<file path="config.mk">
export PLATFORM = sky130hd
export DESIGN_NAME = md5_iter_core
export DESIGN_NICKNAME = d
export VERILOG_FILES = /design/src/rtl/md5_iter_core.sv
export SDC_FILE = /design/constraint.sdc
export NUM_CORES = 2
export LEC_CHECK = 0
export ABC_CLOCK_PERIOD_IN_PS = 12600
export BUFFER_PORTS_ARGS = -buffer_cell sky130_fd_sc_hd__buf_4
export CORE_MARGIN = 8
export CORE_UTILIZATION = 54
export DETAILED_ROUTE_END_ITERATION = 6
export GPL_TIMING_DRIVEN = 0
export PLACE_DENSITY = 0.82
export SLEW_MARGIN = 10
export SYNTH_ARGS = -nofsm -noshare
export SYNTH_HDL_FRONTEND = slang
export SYNTH_SLANG_ARGS = --single-unit
export TNS_END_PERCENT = 30
</file>
<file path="constraint.sdc">
create_clock -name clk -period 12.6 [get_ports clk]
set_input_delay 2.52 -clock clk [delete_from_list [all_inputs] [get_ports clk]]
set_output_delay 2.52 -clock clk [all_outputs]
set_load 0.01 [all_outputs]
</file>
<file path="src/rtl/md5_iter_core.sv">
// md5_iter_core: iterative MD5 compression core with message chaining.
//
// Accepts one padded 512-bit block per transaction and runs the 64 MD5 steps
// over 64/STEPS_PER_CYCLE clocks. The chaining value (A..D) is reloaded with
// the IV on block_first and carried between blocks otherwise. A digest
// carrying the user tag is presented once the block marked block_last has
// been compressed.
//
// Parameters:
//   STEPS_PER_CYCLE  MD5 steps per clock (1, 2, 4, 8 or 16)
//   TAG_WIDTH        width of the user tag
//
// Ports:
//   clk           clock, rising edge
//   reset         asynchronous reset, active low
//   block_ready   core idle, can accept a block
//   block_valid   block_data/first/last/tag valid
//   block_data    padded block, bits [511:504] hold message byte 0
//   block_first   block starts a message (chaining reloaded with IV)
//   block_last    block ends a message (digest emitted)
//   block_tag     user tag, returned with the digest
//   digest_ready  consumer accepts the digest
//   digest_valid  digest_data/digest_tag valid
//   digest_data   final digest
//   digest_tag    tag of the digested message
//   busy          core in RUN or DONE
//
// Build option:
//   MD5_CANONICAL_DIGEST_EN  when defined, digest_data is the standard MD5
//                            byte string (A byte-reversed in [127:96]);
//                            otherwise {D,C,B,A} with A in [31:0].
module md5_iter_core #(
    parameter int unsigned STEPS_PER_CYCLE = 1,
    parameter int unsigned TAG_WIDTH       = 8
) (
    input  logic                 clk,
    input  logic                 reset,
    output logic                 block_ready,
    input  logic                 block_valid,
    input  logic [511:0]         block_data,
    input  logic                 block_first,
    input  logic                 block_last,
    input  logic [TAG_WIDTH-1:0] block_tag,
    input  logic                 digest_ready,
    output logic                 digest_valid,
    output logic [127:0]         digest_data,
    output logic [TAG_WIDTH-1:0] digest_tag,
    output logic                 busy
);

    localparam int unsigned WORD_W  = 32;
    localparam int unsigned BLK_W   = 512;
    localparam int unsigned DIG_W   = 128;
    localparam int unsigned CNT_W   = 6;
    localparam int unsigned N_WORDS = 16;

    localparam logic [CNT_W-1:0] CNT_INC  = CNT_W'(STEPS_PER_CYCLE);
    localparam logic [CNT_W-1:0] CNT_LAST = CNT_W'(64 - STEPS_PER_CYCLE);

    localparam logic [WORD_W-1:0] IV_A = 32'h67452301;
    localparam logic [WORD_W-1:0] IV_B = 32'hefcdab89;
    localparam logic [WORD_W-1:0] IV_C = 32'h98badcfe;
    localparam logic [WORD_W-1:0] IV_D = 32'h10325476;

    localparam logic [WORD_W-1:0] K_TAB [64] = '{
        32'hd76aa478, 32'he8c7b756, 32'h242070db, 32'hc1bdceee,
        32'hf57c0faf, 32'h4787c62a, 32'ha8304613, 32'hfd469501,
        32'h698098d8, 32'h8b44f7af, 32'hffff5bb1, 32'h895cd7be,
        32'h6b901122, 32'hfd987193, 32'ha679438e, 32'h49b40821,
        32'hf61e2562, 32'hc040b340, 32'h265e5a51, 32'he9b6c7aa,
        32'hd62f105d, 32'h02441453, 32'hd8a1e681, 32'he7d3fbc8,
        32'h21e1cde6, 32'hc33707d6, 32'hf4d50d87, 32'h455a14ed,
        32'ha9e3e905, 32'hfcefa3f8, 32'h676f02d9, 32'h8d2a4c8a,
        32'hfffa3942, 32'h8771f681, 32'h6d9d6122, 32'hfde5380c,
        32'ha4beea44, 32'h4bdecfa9, 32'hf6bb4b60, 32'hbebfbc70,
        32'h289b7ec6, 32'heaa127fa, 32'hd4ef3085, 32'h04881d05,
        32'hd9d4d039, 32'he6db99e5, 32'h1fa27cf8, 32'hc4ac5665,
        32'hf4292244, 32'h432aff97, 32'hab9423a7, 32'hfc93a039,
        32'h655b59c3, 32'h8f0ccc92, 32'hffeff47d, 32'h85845dd1,
        32'h6fa87e4f, 32'hfe2ce6e0, 32'ha3014314, 32'h4e0811a1,
        32'hf7537e82, 32'hbd3af235, 32'h2ad7d2bb, 32'heb86d391
    };

    // Reject unsupported unroll factors at elaboration.
    if (STEPS_PER_CYCLE != 1 && STEPS_PER_CYCLE != 2 && STEPS_PER_CYCLE != 4 &&
        STEPS_PER_CYCLE != 8 && STEPS_PER_CYCLE != 16) begin : g_bad_steps
        $fatal(1, "md5_iter_core: STEPS_PER_CYCLE must be 1, 2, 4, 8 or 16");
    end

    typedef enum logic [1:0] {
        S_IDLE = 2'd0,
        S_RUN  = 2'd1,
        S_DONE = 2'd2
    } state_e;

    state_e state_q, state_d;

    logic [BLK_W-1:0]     blk_q;
    logic                 last_q;
    logic [TAG_WIDTH-1:0] tag_q;
    logic [CNT_W-1:0]     step_cnt_q;
    logic [WORD_W-1:0]    a_q, b_q, c_q, d_q;
    logic [WORD_W-1:0]    a_d, b_d, c_d, d_d;
    logic [WORD_W-1:0]    ha_q, hb_q, hc_q, hd_q;
    logic [WORD_W-1:0]    sum_a, sum_b, sum_c, sum_d;
    logic [DIG_W-1:0]     digest_q, digest_d;
    logic [TAG_WIDTH-1:0] dtag_q;
    logic [WORD_W-1:0]    msg_w [N_WORDS];
    logic                 blk_accept;
    logic                 run_last;

    function automatic logic [WORD_W-1:0] rotl(input logic [WORD_W-1:0] x,
                                               input logic [4:0] s);
        return (x << s) | (x >> (6'd32 - {1'b0, s}));
    endfunction

    // Per-step rotate amount: four amounts per round, cycling every step.
    function automatic logic [4:0] shift_amt(input logic [CNT_W-1:0] idx);
        logic [4:0] s;
        case ({idx[5:4], idx[1:0]})
            4'h0:    s = 5'd7;
            4'h1:    s = 5'd12;
            4'h2:    s = 5'd17;
            4'h3:    s = 5'd22;
            4'h4:    s = 5'd5;
            4'h5:    s = 5'd9;
            4'h6:    s = 5'd14;
            4'h7:    s = 5'd20;
            4'h8:    s = 5'd4;
            4'h9:    s = 5'd11;
            4'ha:    s = 5'd16;
            4'hb:    s = 5'd23;
            4'hc:    s = 5'd6;
            4'hd:    s = 5'd10;
            4'he:    s = 5'd15;
            default: s = 5'd21;
        endcase
        return s;
    endfunction

    // Message word schedule; the 4-bit arithmetic wraps mod 16 by itself.
    function automatic logic [3:0] msg_idx(input logic [CNT_W-1:0] idx);
        logic [3:0] i4;
        logic [3:0] g;
        i4 = idx[3:0];
        case (idx[5:4])
            2'd0:    g = i4;
            2'd1:    g = 4'd5 * i4 + 4'd1;
            2'd2:    g = 4'd3 * i4 + 4'd5;
            default: g = 4'd7 * i4;
        endcase
        return g;
    endfunction

    function automatic logic [WORD_W-1:0] round_f(input logic [1:0] rnd,
                                                  input logic [WORD_W-1:0] b,
                                                  input logic [WORD_W-1:0] c,
                                                  input logic [WORD_W-1:0] d);
        logic [WORD_W-1:0] f;
        case (rnd)
            2'd0:    f = (b & c) | (~b & d);
            2'd1:    f = (d & b) | (~d & c);
            2'd2:    f = b ^ c ^ d;
            default: f = c ^ (b | ~d);
        endcase
        return f;
    endfunction

`ifdef MD5_CANONICAL_DIGEST_EN
    function automatic logic [WORD_W-1:0] bswap(input logic [WORD_W-1:0] x);
        return {x[7:0], x[15:8], x[23:16], x[31:24]};
    endfunction
`endif

    assign blk_accept = block_valid && (state_q == S_IDLE);
    assign run_last   = (state_q == S_RUN) && (step_cnt_q == CNT_LAST);

    // State register.
    always_ff @(posedge clk or negedge reset) begin
        if (!reset) begin
            state_q <= S_IDLE;
        end else begin
            state_q <= state_d;
        end
    end

    // Next-state logic.
    always_comb begin
        state_d = state_q;
        case (state_q)
            S_IDLE: begin
                if (block_valid) begin
                    state_d = S_RUN;
                end
            end
            S_RUN: begin
                if (step_cnt_q == CNT_LAST) begin
                    state_d = last_q ? S_DONE : S_IDLE;
                end
            end
            S_DONE: begin
                if (digest_ready) begin
                    state_d = S_IDLE;
                end
            end
            default: state_d = S_IDLE;
        endcase
    end

    // Handshake/status outputs decoded from the state register.
    always_comb begin
        block_ready  = 1'b0;
        busy         = 1'b1;
        digest_valid = 1'b0;
        case (state_q)
            S_IDLE: begin
                block_ready = 1'b1;
                busy        = 1'b0;
            end
            S_DONE:  digest_valid = 1'b1;
            default: ;
        endcase
    end

    // Little-endian word extraction; byte 0 sits in the top byte of the block.
    always_comb begin
        for (int unsigned w = 0; w < N_WORDS; w++) begin
            msg_w[w] = {blk_q[BLK_W-1-8*(4*w+3) -: 8], blk_q[BLK_W-1-8*(4*w+2) -: 8],
                        blk_q[BLK_W-1-8*(4*w+1) -: 8], blk_q[BLK_W-1-8*(4*w)   -: 8]};
        end
    end

    // STEPS_PER_CYCLE chained MD5 steps starting at step_cnt_q.
    always_comb begin : step_logic
        logic [WORD_W-1:0] wa, wb, wc, wd, t;
        logic [CNT_W-1:0]  idx;
        wa  = a_q;
        wb  = b_q;
        wc  = c_q;
        wd  = d_q;
        t   = '0;
        idx = '0;
        for (int unsigned k = 0; k < STEPS_PER_CYCLE; k++) begin
            idx = step_cnt_q + CNT_W'(k);
            t   = round_f(idx[5:4], wb, wc, wd) + wa + K_TAB[idx] + msg_w[msg_idx(idx)];
            wa  = wd;
            wd  = wc;
            wc  = wb;
            wb  = wb + rotl(t, shift_amt(idx));
        end
        a_d = wa;
        b_d = wb;
        c_d = wc;
        d_d = wd;
    end

    // Feed-forward into the chaining value after the final step.
    assign sum_a = ha_q + a_d;
    assign sum_b = hb_q + b_d;
    assign sum_c = hc_q + c_d;
    assign sum_d = hd_q + d_d;

`ifdef MD5_CANONICAL_DIGEST_EN
    assign digest_d = {bswap(sum_a), bswap(sum_b), bswap(sum_c), bswap(sum_d)};
`else
    assign digest_d = {sum_d, sum_c, sum_b, sum_a};
`endif

    // Block capture, working registers, chaining and digest registers.
    always_ff @(posedge clk or negedge reset) begin
        if (!reset) begin
            blk_q      <= '0;
            last_q     <= 1'b0;
            tag_q      <= '0;
            step_cnt_q <= '0;
            a_q        <= '0;
            b_q        <= '0;
            c_q        <= '0;
            d_q        <= '0;
            ha_q       <= IV_A;
            hb_q       <= IV_B;
            hc_q       <= IV_C;
            hd_q       <= IV_D;
            digest_q   <= '0;
            dtag_q     <= '0;
        end else begin
            if (blk_accept) begin
                blk_q      <= block_data;
                last_q     <= block_last;
                tag_q      <= block_tag;
                step_cnt_q <= '0;
                if (block_first) begin
                    // New message: both working and chaining values restart at IV.
                    a_q  <= IV_A;
                    b_q  <= IV_B;
                    c_q  <= IV_C;
                    d_q  <= IV_D;
                    ha_q <= IV_A;
                    hb_q <= IV_B;
                    hc_q <= IV_C;
                    hd_q <= IV_D;
                end else begin
                    a_q <= ha_q;
                    b_q <= hb_q;
                    c_q <= hc_q;
                    d_q <= hd_q;
                end
            end else if (state_q == S_RUN) begin
                a_q        <= a_d;
                b_q        <= b_d;
                c_q        <= c_d;
                d_q        <= d_d;
                step_cnt_q <= step_cnt_q + CNT_INC;
                if (run_last) begin
                    ha_q <= sum_a;
                    hb_q <= sum_b;
                    hc_q <= sum_c;
                    hd_q <= sum_d;
                    if (last_q) begin
                        digest_q <= digest_d;
                        dtag_q   <= tag_q;
                    end
                end
            end
        end
    end

    assign digest_data = digest_q;
    assign digest_tag  = dtag_q;

endmodule

</file>
==> implementation parameters <==
Parameter                              Value

Clock tree
  Number of H-tree levels    3
  CTS buffer count    100
  Hold Buf Count CTS    0
  Cell at the root of the clock tree    sky130_fd_sc_hd__clkbuf_16
  Clock tree from TritonCTS    done
  Clock latency at the later pin of the worst-skew pair    0.76 ns
  Sinks on Clock Net    slightly above 900
  Maximum count of clock buffers along a single path    3
  Register clock-pin slew on the reported worst setup and hold paths    ~0.06 ns

Worst setup path
  Cell with the largest stage delay on the worst path    sky130_fd_sc_hd__fa_1
  Maximum cell stage delay along the critical path    0.72 ns
  Arr. time, crit path    between 10 and 15 ns
  Reg-to-reg startpoint    step_cnt_q[1]
  Crit path kind    flip-flop to flip-flop
  Length in cells of the worst reg-to-reg path    53
  Bufs and invs on worst path    8
  Critical Path End Type    flip-flop
  CP Launch Type    flip-flop
  Largest fanout on the critical path    11
  R2R setup slack    -0.34 ns
  Data required time of the critical path    roughly 13 ns
  Largest delay contributor family on the critical path    compound AO/OA/AOI/OAI gates
  Cell type with the highest occurrence count on the critical path    sky130_fd_sc_hd__o21ai_2
  Worst R2R End    digest_data[63]

STA
  Count of final max-slew check failures    0
  Final critical-path setup slack    -0.341 ns
  Worst clock skew on the final layout    roughly 0.054 ns
  Fin Setup TNS    -0.662 ns
  Final setup fails    2
  Slew Limit Headroom    around 14%
  Post-route fraction of the period consumed by the critical path    103%
  Worst slew pin tran    roughly 1.3 ns
  Final period demand of the worst path    12.94 ns
  Unrepaired setup endpoints after global routing    yes
  Final Hold Vio Count    0
  Achievable Freq    77.3 MHz

Placed design
  Placed Cells    9,213
  Post-placement setup slack    -5.09 ns
  GPL Wtd Cong    between 1 and 1.5
  Count of input and output buffers    around 660
  DPL Wire Length    between 200,000 and 250,000 um

Logic synthesis
  Average footprint of a synthesized cell    roughly 8.3 um^2
  Cell types occupying the most area after synthesis    sky130_fd_sc_hd__dfrtp_1, sky130_fd_sc_hd__nand2_1, sky130_fd_sc_hd__mux4_2, sky130_fd_sc_hd__ha_1, sky130_fd_sc_hd__a21oi_1
  FF+latch count, synth    slightly above 900
  Area of the mapped netlist    around 0.059 mm^2
  Synthesized net count    around 8,000
  Number of synthesized flops with an enable pin    0
  Area share of the largest cell type after synthesis    between 30% and 40%
  Portion of the post-synthesis area used by sequential elements    approximately two fifths
  Distinct cell type count after synthesis    100
  Asr flop ratio synth    100%
  Yosys warns    0
  Synth Flop Type    sky130_fd_sc_hd__dfrtp_1
  Cells after synthesis    7,128
  Most area-hungry cell type in the Yosys netlist    sky130_fd_sc_hd__dfrtp_1

Global route
  Global-route wire length before repair    419,000 um
  Total routing usage reported by global routing    a little under half
  Antenna violations before repair    30
  Leftover overflow at the end of global routing    0
  Vias in the first global route    ~60,000
  Maximum number of pins on one net before global-route repair    157

Die
  Number of primary I/O pins    around 670
  Die boundary width    between 300 and 400 um
  Height of the die    about 350 um
  DIE AREA    around 0.12 mm^2
  Initial Util    54.4%
  Core area    around 0.11 mm^2
  Count of standard-cell rows    between 100 and 150

Detailed routing
  Wire length on met3    42,100 um
  Routed vias    about 63,000
  Number of vias per cell after detailed routing    ~6.7
  Highest metal layer with signal wires    met5
  Count of TritonRoute iterations in the first routing pass    7
  Post-route met1 wirelength    approximately 110,000 um
  Detailed-route wire length    298,000 um
  Starting DRC count in detailed routing    about 9,300
  Antenna viol nets, final    0
  Routed wirelength normalized by instance count    31.5 um
  Detailed-route DRC error count    6
  Wire length on met2    124,000 um

Layout
  Commonest non-fill, non-tap cells in the layout    sky130_fd_sc_hd__nand2_1, sky130_fd_sc_hd__dfrtp_1, sky130_fd_sc_hd__buf_4
  Non-filler cells in the finished layout    approximately 9,500
  Synth-to-Final Area Change    21.7%
  Fraction of final layout cells sized beyond drive strength 1    between 10% and 20%
  Net count, final    8,784
  Most frequent standard cell in the layout excluding fill and tap cells    sky130_fd_sc_hd__nand2_1
  # fillers    a little under 9,000

Min path
  WHS Endpoint    digest_tag[3]
  Kind of path behind the tightest hold check    flip-flop to flip-flop
  Hold path start    tag_q[3]
  Number of instances on the worst hold path    2

Job
  Number of max-capacitance violations reported    0

Status
  Violated checks    design-rule violations, negative setup slack
  Status    finished, violations left
## sequential cells by signal, summed over array words and instances (netlist names)
register and count:
blk_q 512, digest_data 128, a_d 32, a_q 32, b_q 32, c_q 32, ha_q 32, hb_q 32
hc_q 32, hd_q 32, digest_tag 8, tag_q 8, step_cnt_q 6, state_q 2, last_q 1
## layer usage
layer,up-vias,GRT usage (%)
li1,26200,-
met1,30800,60.7
met2,5148,68.5
met3,1166,16.5
met4,20,29.3
met5,-,0
## synthesized netlist by cell type, types with 52 or more instances
cell type / number
sky130_fd_sc_hd__nor2_1: 280
sky130_fd_sc_hd__nor3_1: 186
sky130_fd_sc_hd__nand2_1: 2466
sky130_fd_sc_hd__fa_1: 69
sky130_fd_sc_hd__mux4_2: 138
sky130_fd_sc_hd__xnor2_1: 148
sky130_fd_sc_hd__buf_1: 61
sky130_fd_sc_hd__mux2i_1: 101
sky130_fd_sc_hd__ha_1: 219
sky130_fd_sc_hd__a22o_1: 56
sky130_fd_sc_hd__clkbuf_1: 361
sky130_fd_sc_hd__a31oi_1: 192
sky130_fd_sc_hd__dfrtp_1: 857
sky130_fd_sc_hd__o21ai_0: 306
sky130_fd_sc_hd__inv_1: 208
sky130_fd_sc_hd__o211ai_1: 70
sky130_fd_sc_hd__a21o_1: 83
sky130_fd_sc_hd__a21oi_1: 459
sky130_fd_sc_hd__mux2_2: 52
sky130_fd_sc_hd__nand3_1: 97
sky130_fd_sc_hd__dfstp_2: 64
## final cells by class
cell class	instances	area, um^2	share of cell area (%)
multi-input combinational	5550	34700	48.3
clock buffer	134	2770	3.85
tap	1414	1770	2.46
timing repair buffer	748	5880	8.17
sequential	921	23100	32.2
clock inverter	45	646	0.897
antenna	17	42.5	0.0591
inverter	212	823	1.14
buffer	437	2150	2.99
## worst max path at each step
| stage | startpoint | to | slack [ns] | cells past startpoint |
|---|---|---|---|---|
| 6_report | step_cnt_q[1] | digest_data[63] | -0.34 | 53 |
| 3_3_place_gp | step_cnt_q[1] | digest_data[63] | -4.99 | 56 |
| 4_1_cts | step_cnt_q[2] | digest_data[63] | 0.002 | 58 |
| 2_1_floorplan | step_cnt_q[2] | digest_data[63] | 0.0006 | 56 |
| 3_5_place_dp | step_cnt_q[0] | digest_data[63] | -5.09 | 56 |
| 5_1_grt | step_cnt_q[0] | digest_data[63] | -0.46 | 52 |
## repair_timing
action	4_1_cts	5_1_grt
gates resized for setup	289	192
setup buffers	37	34
cloned	3	5
endpoints found under the setup margin	87	20
pin swaps	36	47
## stage by stage
| step | hold slack (ns) | cell area (um^2) | util (%) |
|---|---|---|---|
| final | 0.462 | 71900 | 66.2 |
| after global routing | 0.488 | 71900 | 66.2 |
| after CTS | 0.466 | 70900 | 65.2 |
| after detailed placement | 0.457 | 66100 | 60.8 |
| after global placement | 0.447 | 65900 | 60.6 |
| after floorplan | 0.439 | 59100 | - |
## kinds of logic after synthesis
group,share of synthesized area (%)
multiplexers,7.96
flip-flops,39.1
AND/OR/NAND/NOR,22.6
AO/OA/AOI/OAI,15.9
XOR/XNOR,3.15
buffers and inverters,4.24
adder cells (fa/ha/maj),6.97
## worst reg2reg max path: cells and delay by family (launching register included)
| family | cells | cell delay (ns) |
|---|---|---|
| adders and majority gates | 6 | 2.61 |
| muxes | 1 | 0.30 |
| AOI/OAI and AO/OA | 22 | 4.43 |
| DFF | 1 | 0.41 |
| buffers and inverters | 8 | 1.14 |
| and+or+nand+nor | 13 | 3.17 |
| xor gates and xnor gates | 3 | 0.75 |
Power is not shown: default switching activity piles up to over one toggle a cycle in this logic, so the estimate is an artifact.
